==> src/rtl/seq_det_mealy.sv <==
// Parametrised Mealy serial-pattern detector with loadable pattern, overlap/non-overlap modes and qualifier.
// Optional saturating match counter is built only when SEQ_DET_CNT_EN is defined.
module seq_det_mealy #(
  parameter int unsigned    N       = 5,
  parameter logic [N-1:0]   PATTERN = 5'b11011,
  parameter int unsigned    CNT_W   = 8
) (
  input  logic             clk,
  input  logic             rst,
  input  logic             in,
  input  logic             en,
  input  logic             ovl,
  input  logic             pat_ld,
  input  logic [N-1:0]     pat_in,
  input  logic             cnt_clr,
  output logic             out,
  output logic [CNT_W-1:0] match_cnt
);

  localparam int unsigned          FILL_W   = $clog2(N);
  localparam logic [FILL_W-1:0]    FILL_MAX = FILL_W'(N - 1);

  logic [N-1:0]      pat;
  logic [N-2:0]      hist;
  logic [FILL_W-1:0] fill;
  logic [N-1:0]      window;
  logic              accept;
  logic              full;

  // Window is the candidate pattern formed by the stored history plus the bit on the wire now.
  assign window = {hist, in};
  assign accept = en & ~pat_ld;
  assign full   = (fill == FILL_MAX);
  assign out    = accept & ~rst & full & (window == pat);

  always_ff @(posedge clk) begin
    if (rst) begin
      pat  <= PATTERN;
      hist <= '0;
      fill <= '0;
    end else if (pat_ld) begin
      pat  <= pat_in;
      hist <= '0;
      fill <= '0;
    end else if (en) begin
      // Slicing the window keeps the shift valid down to N=2 where hist is a single bit.
      hist <= window[N-2:0];
      if (out && !ovl) begin
        fill <= '0;
      end else if (!full) begin
        fill <= fill + 1'b1;
      end
    end
  end

`ifdef SEQ_DET_CNT_EN
  logic [CNT_W-1:0] cnt;

  always_ff @(posedge clk) begin
    if (rst) begin
      cnt <= '0;
    end else if (cnt_clr) begin
      cnt <= '0;
    end else if (out && (cnt != '1)) begin
      cnt <= cnt + 1'b1;
    end
  end

  assign match_cnt = cnt;
`else
  logic unused_cnt_clr;

  assign unused_cnt_clr = cnt_clr;
  assign match_cnt      = '0;
`endif

endmodule

==> config.mk <==
export PLATFORM = sky130hd
export DESIGN_NAME = seq_det_mealy
export DESIGN_NICKNAME = d
export VERILOG_FILES = /design/src/rtl/seq_det_mealy.sv
export SDC_FILE = /design/constraint.sdc
export NUM_CORES = 1
export LEC_CHECK = 0
export CORE_UTILIZATION = 42
export CTS_BUF_LIST = sky130_fd_sc_hd__clkbuf_8
export DETAILED_ROUTE_END_ITERATION = 7
export GPL_ROUTABILITY_DRIVEN = 1
export HOLD_SLACK_MARGIN = 0.02
export PLACE_DENSITY = 0.82
export SKIP_CTS_REPAIR_TIMING = 1
export SLEW_MARGIN = 20
export SYNTH_ARGS = -nofsm -noshare
export SYNTH_HDL_FRONTEND = slang
export SYNTH_SLANG_ARGS = --single-unit
==> constraint.sdc <==
create_clock -name clk -period 1.4 [get_ports clk]
set_clock_uncertainty 0.15 [all_clocks]
set_input_delay 0.14 -clock clk [delete_from_list [all_inputs] [get_ports clk]]
set_output_delay 0.14 -clock clk [all_outputs]
set_load 0.02 [all_outputs]
==> results by group <==
Timing
  – Max Slew Vio Count: 0
  – Final setup fails: 4
  – Max Fclk: 627 MHz
  – Crit path time final: 1.60 ns
  – Worst Slack Setup Final: -0.195 ns
  – RSZ-0062 raised after global routing: yes
  – Final hold viol count: 0
  – Crit share post-route: 1.14

Layout
  – Layout cells sized above 1: 0.394
  – Fillers: 122
  – Antenna diodes: 0
  – Area grow syn2layout: 48.9%
  – Finished Layout Cells: 120
  – Fin nets: 119

Worst setup path
  – Crit Path Max Fanout: 2
  – Largest stage delay, worst path: 0.33 ns
  – Reg2reg path depth: 8
  – Crit path max-delay family: simple AND/OR/NAND/NOR gates
  – Worst r2r dst: fill[2]
  – Critical-path top delay cell: dfxtp_2
  – Startpoint Class: flip-flop
  – R2r setup slk: -0.16 ns
  – CP required: 1.11 ns
  – Cell Chain, Critical Path: inv_2, ha_4, and4bb_4, nand3_2, nor2_2, buf_6
  – Reg-to-Reg Start: fill[1]
  – Critical path buffers and inverters: 2
  – Critical Path End Type: output pin
  – Critical path class: reg2out
  – Worst EP arrival: 1.31 ns

Clock network
  – Clock Root Buffer: clkbuf_8
  – CTS Sinks: 12
  – Latest clock arrival within the worst-skew pair: 0.24 ns
  – Clock buffer depth: 2
  – CTS clk-pin slew, worst paths: 0.06 ns
  – CTS H-tree depth: 1
  – CTS buffer count: 3
  – CTS tree: yes

Routing
  – Vias/cell: 5.03
  – Via Count: 604
  – Post-route ant nets: 0
  – DR iter-0 viols: 12
  – Mean routed wirelength per cell: 12.2 um
  – Total wire length: 1470 um
  – DR DRC count: 0
  – Initial DRT Pass Iterations: 4

Die
  – Die width: 42.1 um
  – Die ar.: 0.00177 mm^2
  – Vert. Die Dim: 42.1 um
  – Core area: 0.00151 mm^2
  – Effective utilization at floorplan: 0.449
  – Core Rows: 14
  – # IOs: 21

Run status
  – Status: finished, violations left
  – Failing checks: setup timing

Global routing
  – Vias in the first global route: 578
  – Initial antenna violation count: 0
  – GRT Total Usage: 0.170
  – First-pass GRT wire length: 2270 um
  – Total grt overflow: 0
  – Pin count of the biggest net entering global routing: 12

Logic synthesis
  – Top cell type's share of synthesized area: 0.356
  – Synth Register Bits: 12
  – Synth Instances: 73
  – Synth Warn #: 0
  – Netlist cell types: 27
  – Synth top area cells: dfxtp_1 (36%), buf_4 (8.9%), mux2i_1 (7.4%)
  – Syn_area_per_cell: 9.26 um^2
  – Synthesized area: 676 um^2
  – Register area share after synthesis: 0.356
  – Cell taking the most area after synthesis: dfxtp_1

Place
  – Dpl cells: 114
  – Dpl hpwl: 1040 um
  – Place WS: -0.600 ns
  – Final Wtd Congestion: 0.781
  – IO buf count: 11

Power
  – Power per cell area: 904 mW/mm^2
  – Max VDD drop: 0.000931 V
  – Lkg Pwr: 0.423 nW

Flow run
  – Max Cap Viol: 0

Hold path
  – Hold Path Class: in2reg
  – Min-delay src: pat_in[0]
  – Hold Path End: pat[0]
  – WHS Path Cells: 2
[worst register-to-register path, delay by kind of cell, from the launching register on]
family / cells / cell delay, ns
fa+ha+maj: 1 / 0.15
buf+inv: 3 / 0.29
flops: 1 / 0.34
simple gates: 4 / 0.54
[per-stage QoR]
stage | hold WS [ns] | cell area, um^2 | TNS (ns) | total power [mW] | utilization
3_3_place_gp | 0.348 | 895 | -1.62 | 0.516 | 0.594
6_report | 0.337 | 1010 | -0.619 | 0.909 | 0.668
2_1_floorplan | 0.0624 | 704 | 0 | 0.460 | -
5_1_grt | 0.348 | 1010 | -0.837 | 0.946 | 0.668
3_5_place_dp | 0.358 | 895 | -1.77 | 0.520 | 0.594
4_1_cts | 0.337 | 950 | -1.08 | 0.900 | 0.630
[kinds of logic (layout without fill, tap and decap cells)]
kind of cell | Yosys count | after routing | share of synthesized area
multiplexers | 5 | 5 | 0.0741
flip-flops | 12 | 12 | 0.356
adder cells (fa/ha/maj) | 2 | 2 | 0.0370
XOR/XNOR | 5 | 5 | 0.0648
other | 1 | 8 | 0.00555
buffers and inverters | 13 | 37 | 0.122
AO/OA/AOI/OAI | 9 | 9 | 0.102
AND/OR/NAND/NOR | 26 | 26 | 0.239
[placed cells by master, fill, tap and decap left out, drive strengths merged, types with 3 or more instances in the layout]
cell type and instances:
a211o 4, buf 21, clkbuf 4, clkdlybuf4s50 10, conb 8, dfxtp 12
mux2i 5, nand2 3, nor2 9, nor2b 4, o21ai 3, xnor2 5
[Yosys cell counts]
| cell | count |
|---|---|
| dfxtp_1 | 12 |
| buf_4 | 8 |
| nor2_1 | 8 |
| mux2i_1 | 5 |
| xnor2_1 | 5 |
| a211o_2 | 4 |
| nor2b_1 | 4 |
| buf_2 | 3 |
| nand2_1 | 3 |
| ha_1 | 2 |
| inv_1 | 2 |
| o21ai_1 | 2 |
| a21oi_1 | 1 |
| a41oi_1 | 1 |
| and3_1 | 1 |
| and4b_1 | 1 |
| and4bb_4 | 1 |
| conb_1 | 1 |
| nand3_1 | 1 |
| nand4_1 | 1 |
| nand4_2 | 1 |
| nand4b_1 | 1 |
| nor2_2 | 1 |
| nor3_1 | 1 |
| nor4_2 | 1 |
| o21ai_0 | 1 |
| or2_1 | 1 |
[final cells by class]
type	instances	area (um^2)	share of cell area
flip-flops and latches	12	243	0.241
clock buffers	4	55.1	0.0547
repair buffers	31	265	0.264
multi-input cells	55	415	0.413
well taps	16	20.0	0.0199
inverters	2	7.51	0.00746
[where the power goes]
part / leakage (nW) / switching, mW / internal (mW) / total, mW
Clock: 0.0288 / 0.133 / 0.249 / 0.382
Sequential: 0.0992 / 0.00828 / 0.355 / 0.363
Combinational: 0.295 / 0.0741 / 0.0897 / 0.164
[registers in the layout, indices dropped and copies added (netlist names)]
register and flops:
fill 3, hist 4, pat 5
[worst max-delay path by stage]
| stage | startpoint | end | cells past startpoint |
|---|---|---|---|
| global route | fill[1] | out | 6 |
| detailed placement | rst | out | 5 |
| finish | fill[1] | out | 6 |
| CTS | fill[0] | out | 6 |
| floorplan | fill[0] | out | 5 |
| global placement | rst | out | 5 |
[layer usage]
metal / track usage / part of all wire / vias up
li1: - / - / 300
met1: 0.186 / 0.42 / 282
met2: 0.309 / 0.52 / 20
met3: 0.0517 / 0.042 / 2
met4: 0.0563 / 0.011 / 0
met5: 0 / 0 / -
(Power assumes the default switching activity.)
